File: config.mk
export PLATFORM = sky130hd
export DESIGN_NAME = multdiv_controller
export DESIGN_NICKNAME = d
export VERILOG_FILES = /design/src/rtl/multdiv_controller.sv
export SDC_FILE = /design/constraint.sdc
export NUM_CORES = 1
export LEC_CHECK = 0
export ABC_AREA = 1
export BUFFER_PORTS_ARGS = -buffer_cell sky130_fd_sc_hd__buf_2
export CELL_PAD_IN_SITES_DETAIL_PLACEMENT = 1
export CELL_PAD_IN_SITES_GLOBAL_PLACEMENT = 1
export CORE_ASPECT_RATIO = 0.8
export CORE_MARGIN = 4
export CORE_UTILIZATION = 35
export CTS_CLUSTER_SIZE = 40
export DETAILED_ROUTE_END_ITERATION = 10
export GPL_TIMING_DRIVEN = 0
export MAX_ROUTING_LAYER = met4
export PLACE_DENSITY = 0.86
export SYNTH_ARGS = -nofsm -noshare
export SYNTH_HDL_FRONTEND = slang
export SYNTH_SLANG_ARGS = --single-unit
File: constraint.sdc
create_clock -name clock -period 3.68 [get_ports clock]
set_input_delay 0.184 -clock clock [delete_from_list [all_inputs] [get_ports clock]]
set_output_delay 0.184 -clock clock [all_outputs]
set_load 0.005 [all_outputs]
File: src/rtl/multdiv_controller.sv
// Sequencing controller for the shared multi-cycle multiply/divide unit:
// issue handshake, fixed-latency run timer, writeback hold and hazard stall.
//
// state  | meaning
// -------+--------------------------------------------------------------
// S_IDLE | no op in flight, ready to accept
// S_RUN  | unit started, latency down-counter running
// S_DONE | result held for writeback until wb_accept (or flush)
module multdiv_controller #(
  parameter int MULT_CYCLES = 16,
  parameter int DIV_CYCLES  = 32
) (
  input  logic       clock,
  input  logic       reset,
  input  logic       issue_valid,
  input  logic       issue_is_div,
  input  logic [4:0] issue_rd,
  output logic       issue_ready,
  output logic       unit_start_mult,
  output logic       unit_start_div,
  output logic       unit_abort,
  input  logic       unit_exception,
  input  logic       flush,
  output logic       wb_valid,
  input  logic       wb_accept,
  output logic [4:0] wb_rd,
  output logic       wb_exception,
  input  logic [4:0] fd_rs1,
  input  logic [4:0] fd_rs2,
  input  logic [4:0] fd_rd,
  input  logic       fd_is_multdiv,
  output logic       busy,
  output logic [4:0] busy_rd,
  output logic       stall
);

  localparam int MAX_CYCLES = (MULT_CYCLES > DIV_CYCLES) ? MULT_CYCLES : DIV_CYCLES;
  localparam int CW = $clog2(MAX_CYCLES);
  localparam logic [CW-1:0] MULT_LOAD = CW'(MULT_CYCLES - 1);
  localparam logic [CW-1:0] DIV_LOAD  = CW'(DIV_CYCLES - 1);

  typedef enum logic [1:0] {
    S_IDLE = 2'd0,
    S_RUN  = 2'd1,
    S_DONE = 2'd2
  } state_t;

  state_t        state_q;
  logic [CW-1:0] cnt_q;
  logic [4:0]    busy_rd_q;
  logic [4:0]    wb_rd_q;
  logic          wb_exc_q;
  logic          start_mult_q;
  logic          start_div_q;
  logic          abort_q;

  logic accept;
  logic dep;

  assign issue_ready = (state_q == S_IDLE) |
                       ((state_q == S_DONE) & (wb_accept | flush));
  assign accept      = issue_valid & issue_ready & ~flush;

  // Register 0 is hardwired, so it never creates a hazard.
  assign dep   = (busy_rd_q != 5'd0) &
                 ((fd_rs1 == busy_rd_q) | (fd_rs2 == busy_rd_q) | (fd_rd == busy_rd_q));
  assign busy  = (state_q != S_IDLE);
  assign stall = (busy & dep) | (fd_is_multdiv & ~issue_ready);

  assign unit_start_mult = start_mult_q;
  assign unit_start_div  = start_div_q;
  assign unit_abort      = abort_q;
  assign wb_valid        = (state_q == S_DONE);
  assign wb_rd           = wb_rd_q;
  assign wb_exception    = wb_exc_q;
  assign busy_rd         = busy_rd_q;

  always_ff @(posedge clock) begin
    if (!reset) begin
      state_q      <= S_IDLE;
      cnt_q        <= '0;
      busy_rd_q    <= 5'd0;
      wb_rd_q      <= 5'd0;
      wb_exc_q     <= 1'b0;
      start_mult_q <= 1'b0;
      start_div_q  <= 1'b0;
      abort_q      <= 1'b0;
    end else begin
      start_mult_q <= 1'b0;
      start_div_q  <= 1'b0;
      abort_q      <= 1'b0;
      if (flush) begin
        abort_q <= (state_q == S_RUN);
        state_q <= S_IDLE;
      end else if (accept) begin
        // Covers both IDLE issue and the back-to-back DONE+wb_accept case.
        state_q      <= S_RUN;
        cnt_q        <= issue_is_div ? DIV_LOAD : MULT_LOAD;
        busy_rd_q    <= issue_rd;
        start_mult_q <= ~issue_is_div;
        start_div_q  <= issue_is_div;
      end else begin
        case (state_q)
          S_RUN: begin
            if (cnt_q == '0) begin
              wb_exc_q <= unit_exception;
              wb_rd_q  <= busy_rd_q;
              state_q  <= S_DONE;
            end else begin
              cnt_q <= cnt_q - CW'(1);
            end
          end
          S_DONE: begin
            if (wb_accept) state_q <= S_IDLE;
          end
          default: ;
        endcase
      end
    end
  end

endmodule

==> flow_summary.json, run 1 <==
{
  "pre_cts_ws_ns": 2.01,
  "wl_per_cell_um": 13.3,
  "fin_nets": 277,
  "worstReg2RegEnd": "cnt_q[3]",
  "cts_setup_buffers": 0,
  "synth_cell_type_count": 23,
  "drtAntennaViolNets": 0,
  "core_um2": 3470,
  "netlist_instances": 194,
  "max-cap-violations": 0,
  "synth_seq_cells": 21,
  "grt_pass1_vias": 1403,
  "ioPinCount": 46,
  "worstHoldStart": "issue_is_div",
  "cts_tree": "built",
  "dp_cells": 281,
  "die_area_um2": 4680,
  "syn_nets": 227,
  "crit_fanout": 7,
  "place_hpwl_um": 3080,
  "slew_headroom": 0.670,
  "synth_flop_cell": "dfxtp_1",
  "fp.dieH_um": 62.0,
  "ir_worst_vdd_mv": 0.221,
  "final_hold_viol_count": 0,
  "fillCellCount": 498,
  "startpoint_type": "flip-flop",
  "ff2ff_path_depth": 9,
  "vias": 1382,
  "cts_resized": 0,
  "setup_viol": 0,
  "start_util": 0.367,
  "area.growth.synth_to_final_pct": 25.4,
  "netlist.area_leader.share": 0.330,
  "clockBufferDepth": 2,
  "grt-ovfl-total": 0,
  "synthTopCellsByArea": "dfxtp_1 33%, nand2_1 18%, inv_1 8.8%",
  "cts_buffers": 3,
  "via_per_inst": 4.85,
  "antenna_found_initial": 0,
  "finalSetupTns_ns": 0,
  "synth.avg_cell_area_um2": 6.57,
  "cp.required_ns": 3.50,
  "grt_use_total": 0.189,
  "portBuffers": 45,
  "regArea_um2": 420,
  "cts.clk_slew.worst_paths_ns": 0.08,
  "status": "complete, no violations",
  "clock_latency_ns": 0.27,
  "synth_most_common_cell": "nand2_1",
  "htreeDepth": 1,
  "yosys-top-cells-count": "62 x nand2_1, 30 x inv_1, 21 x dfxtp_1",
  "synth_edf_count": 0,
  "min_to": "unit_start_mult",
  "synth_area_leader_cell": "dfxtp_1",
  "holdPathStages": 2,
  "worst_pin_slew_ns": 0.495,
  "setup_slack_ns": 1.93,
  "drt-initial-drc-count": 59,
  "layout-drive-gt1-share": 0.243,
  "rows": 19,
  "drc": 0,
  "rrSetupSlack_ns": 1.98,
  "finalCritPeriodShare": 0.474,
  "critPathKind": "reg -> out",
  "hp-class": "in -> reg",
  "post-route-min-period_ns": 1.75,
  "totalWireLength_um": 3790,
  "fmax_mhz": 573,
  "grt_pass1_wl_um": 6510,
  "grt_max_degree": 13,
  "grt_setup_unrepaired": "no",
  "antenna_cells": 0,
  "end_kind": "output port",
  "root_buffer": "clkbuf_8",
  "die_w_um": 75.5,
  "synth_warnings": 0,
  "firstDrtPassIters": 4,
  "multiInputGateArea_um2": 722,
  "worstReg2RegStart": "state_q[0]",
  "finClkSkew_ns": 0.00455,
  "clock_sinks": 21,
  "synth-seq-area-share": 0.330,
  "stdcell_count": 285,
  "holdBufCountCts": 0,
  "async_reset_ff_frac": 0,
  "syn-cell-area_um2": 1270,
  "cp.arrival_ns": 1.56,
  "place_congestion": 0.825,
  "p_per_area_nw_per_um2": 328,
  "drv_slew": 0,
  "total_leakage_power_nw": 0.831
}
## through the flow
step                      instance area (µm²)  power, W   util  hold slack [ns]
final                                    1600  0.000525  0.461            0.131
after global routing                     1600  0.000558  0.461            0.120
after CTS                                1600  0.000532  0.461            0.118
after detailed placement                 1550  0.000376  0.447            0.403
after global placement                   1550  0.000372  0.447            0.411
after floorplan                          1270  0.000329      -            0.263
## worst max-delay path by stage
stage / start / endpoint
3_5_place_dp: state_q[0] / cnt_q[3]
3_3_place_gp: state_q[0] / cnt_q[3]
6_report: busy_rd[4] / stall
4_1_cts: busy_rd[4] / stall
5_1_grt: busy_rd[4] / stall
2_1_floorplan: state_q[0] / cnt_q[3]
## layout by cell type (no fill, tap or decap), drive strengths merged
master  count
a21oi      18
buf        47
clkbuf      4
clkinv      1
dfxtp      21
ha          5
inv        30
nand2      65
nand3      16
nand3b      1
nand4       4
nor2       13
nor3        4
o21a        1
o21ai       9
xnor2       3
xor2        1
## per-layer routing
layer | up-vias | share of wire | track usage
li1 | 714 | - | -
met1 | 641 | 0.49 | 0.235
met2 | 23 | 0.46 | 0.316
met3 | 4 | 0.044 | 0.0434
met4 | 0 | 0.0076 | 0.0374
met5 | - | 0 | -
## cells by family (layout without fill, tap and decap cells)
logic type                 count (synthesis)  after routing  synth area share
AOI/OAI and AO/OA                         28             28             0.112
xor gates and xnor gates                   4              4            0.0275
adders and majority gates                  5              5            0.0491
buffers and inverters                     33             82             0.104
DFF                                       21             21             0.330
and+or+nand+nor                          103            103             0.378
## power breakdown
group / switching, W / leakage, nW / total, W / internal [W]
clock network: 0.0000783 / 0.0255 / 0.000154 / 0.0000756
registers: 0.0000128 / 0.171 / 0.000250 / 0.000237
logic: 0.0000717 / 0.634 / 0.000121 / 0.0000492
## area by class of cell
type / instances / share of cell area
multi-input combinational: 140 / 0.451
sequential: 21 / 0.263
timing repair buffer: 45 / 0.141
inverter: 30 / 0.0704
tap: 42 / 0.0329
clock buffer: 3 / 0.0258
buffer: 3 / 0.0125
clock inverter: 1 / 0.00313
## flip-flops by register name (all words and copies together) (netlist names)
name and count:
unit_start_mult 1, wb_exception 1, busy_rd 5, state_q 2, unit_abort 1, wb_rd 5, cnt_q 5, unit_start_div 1
## worst max-delay path, cell delays in order (launching register included)
cell and delay (ns):
dfxtp_1 0.48, inv_1 0.13, nand2_1 0.07, nand2_1 0.05, nor2_1 0.16, nand3_1 0.11
nand3_1 0.08, nand2_1 0.05, nand2_1 0.05, buf_2 0.11
Note: power is estimated with default switching activity, not from simulation.
==> run 2: changes to the inputs <==
--- a/config.mk
+++ b/config.mk
@@ -11,12 +11,12 @@
 export CELL_PAD_IN_SITES_GLOBAL_PLACEMENT = 1
 export CORE_ASPECT_RATIO = 0.8
 export CORE_MARGIN = 4
-export CORE_UTILIZATION = 35
+export CORE_UTILIZATION = 33
 export CTS_CLUSTER_SIZE = 40
 export DETAILED_ROUTE_END_ITERATION = 10
 export GPL_TIMING_DRIVEN = 0
 export MAX_ROUTING_LAYER = met4
-export PLACE_DENSITY = 0.86
+export PLACE_DENSITY = 0.82
 export SYNTH_ARGS = -nofsm -noshare
 export SYNTH_HDL_FRONTEND = slang
 export SYNTH_SLANG_ARGS = --single-unit
==> constraint.sdc (replaced) <==
create_clock -name clock -period 1.8 [get_ports clock]
set_input_delay 0.09 -clock clock [delete_from_list [all_inputs] [get_ports clock]]
set_output_delay 0.09 -clock clock [all_outputs]
set_load 0.005 [all_outputs]
==> run 2 against run 1 <==
  * Sequential cell count is the same
  * Largest cell class unchanged
  * Hold slack worse by 0.090 ns
  * Sequential power rose by 100%
  * Critical path type is now reg -> reg
  * Count of clock-buffer cells in the layout is the same
  * Sequential share of layout area is 0.23 points lower
==> flow_summary.json, run 2 (synthesis results as in run 1) <==
{
  "status": "complete, no violations",
  "hold_slack_ns": 0.0402,
  "finClkSkew_ns": 0.00528,
  "cts_setup_buffers": 0,
  "firstDrtPassIters": 4,
  "critPathKind": "reg -> reg",
  "wl_per_cell_um": 13.3,
  "place_congestion": 0.829,
  "cp.required_ns": 1.95,
  "cts_buffers": 3,
  "final_cell_mix": "62 x nand2_1, 45 x buf_2, 30 x inv_1, 20 x dfxtp_1, 18 x a21oi_1",
  "die_area_um2": 4930,
  "setup_slack_ns": 0.173,
  "antenna_cells": 0,
  "grt_use_total": 0.164,
  "p_comb_frac": 0.235,
  "ioPinCount": 46,
  "holdBufCountCts": 0,
  "start_util": 0.358,
  "fin_nets": 277,
  "htreeDepth": 1,
  "portBuffers": 45,
  "final_common_cell": "nand2_1",
  "core_um2": 3570,
  "grt_setup_unrepaired": "no",
  "die_w_um": 77.5,
  "setup_viol": 0,
  "cts_resized": 0,
  "clock_sinks": 21,
  "worst_pin_slew_ns": 0.528,
  "ir_worst_vdd_mv": 0.428,
  "finalCritPeriodShare": 0.904,
  "grt_max_degree": 13,
  "p_int_w": 0.000742,
  "drv_slew": 0,
  "drc": 0,
  "drt-initial-drc-count": 57,
  "grt-ovfl-total": 0,
  "area.growth.synth_to_final_pct": 26.9,
  "antenna_found_initial": 0,
  "fp.dieH_um": 63.6,
  "vias": 1358,
  "max-cap-violations": 0,
  "clock_latency_ns": 0.26,
  "cts_tree": "built",
  "dp_cells": 281,
  "via_per_inst": 4.76,
  "totalWireLength_um": 3780,
  "netSwitchingFraction": 0.307,
  "drtAntennaViolNets": 0,
  "crit_fanout": 10,
  "final_hold_viol_count": 0,
  "p_sw_w": 0.000328,
  "cp.arrival_ns": 1.78,
  "startpoint_type": "flip-flop",
  "hp-class": "in -> reg",
  "clockBufferDepth": 2,
  "clockPowerShare": 0.288,
  "grt_pass1_wl_um": 6300,
  "grt_pass1_vias": 1341,
  "place_hpwl_um": 3020,
  "finalPower_w": 0.00107,
  "root_buffer": "clkbuf_8",
  "cts.clk_slew.worst_paths_ns": 0.08,
  "slew_headroom": 0.648,
  "rows": 19,
  "finalSetupTns_ns": 0,
  "seqPwrFrac": 0.477,
  "stdcell_count": 285,
  "layout-drive-gt1-share": 0.255,
  "fmax_mhz": 615,
  "pre_cts_ws_ns": 0.0671,
  "end_kind": "flip-flop",
  "p_per_area_nw_per_um2": 662,
  "total_leakage_power_nw": 0.833,
  "post-route-min-period_ns": 1.63
}
-- run 2: final cells by class --
cell class                 count  area (µm²)
inverter                      30         113
buffer                         3        22.5
multi-input combinational    140         737
tap                           42        52.6
fill                         502        1950
sequential                    21         422
timing repair buffer          45         225
clock buffer                   3        41.3
clock inverter                 1        5.00
-- run 2: power groups by stage --
| stage | logic, W | clock network [W] | registers [W] |
|---|---|---|---|
| 3_5_place_dp | 0.000248 | 0 | 0.000521 |
| 5_1_grt | 0.000288 | 0.000342 | 0.000516 |
| 4_1_cts | 0.000252 | 0.000316 | 0.000511 |
| 2_1_floorplan | 0.000156 | 0 | 0.000517 |
| 3_3_place_gp | 0.000240 | 0 | 0.000521 |
| 6_report | 0.000251 | 0.000308 | 0.000511 |
-- run 2: worst max-delay path: stages (launching register included) --
cell	delay, ns
dfxtp_1	0.33
inv_1	0.11
ha_2	0.25
nand2_1	0.16
nand3_4	0.15
nand3_4	0.12
buf_4	0.20
o21ai_1	0.14
a21oi_1	0.06
-- run 2: through the flow --
step | util | instance area (µm²)
2_1_floorplan | - | 1270
6_report | 0.454 | 1620
3_3_place_gp | 0.435 | 1550
4_1_cts | 0.448 | 1600
5_1_grt | 0.454 | 1620
3_5_place_dp | 0.435 | 1550
-- run 2: worst paths after layout --
kind,cells past startpoint,from,endpoint,slack (ns)
worst min register to register,2,wb_exception,wb_exception,0.46
worst min-delay path,2,issue_is_div,unit_start_mult,0.04
worst max-delay path,8,state_q[0],busy_rd[3],0.17
worst max register to register,8,state_q[0],busy_rd[3],0.17
-- run 2: per-layer routing --
| metal | vias to the layer above | track usage | wire, µm |
|---|---|---|---|
| li1 | 708 | - | - |
| met3 | 2 | 0.0399 | 201 |
| met4 | 0 | 0.0267 | 13 |
| met2 | 29 | 0.259 | 1770 |
| met5 | - | - | 0 |
| met1 | 619 | 0.217 | 1790 |
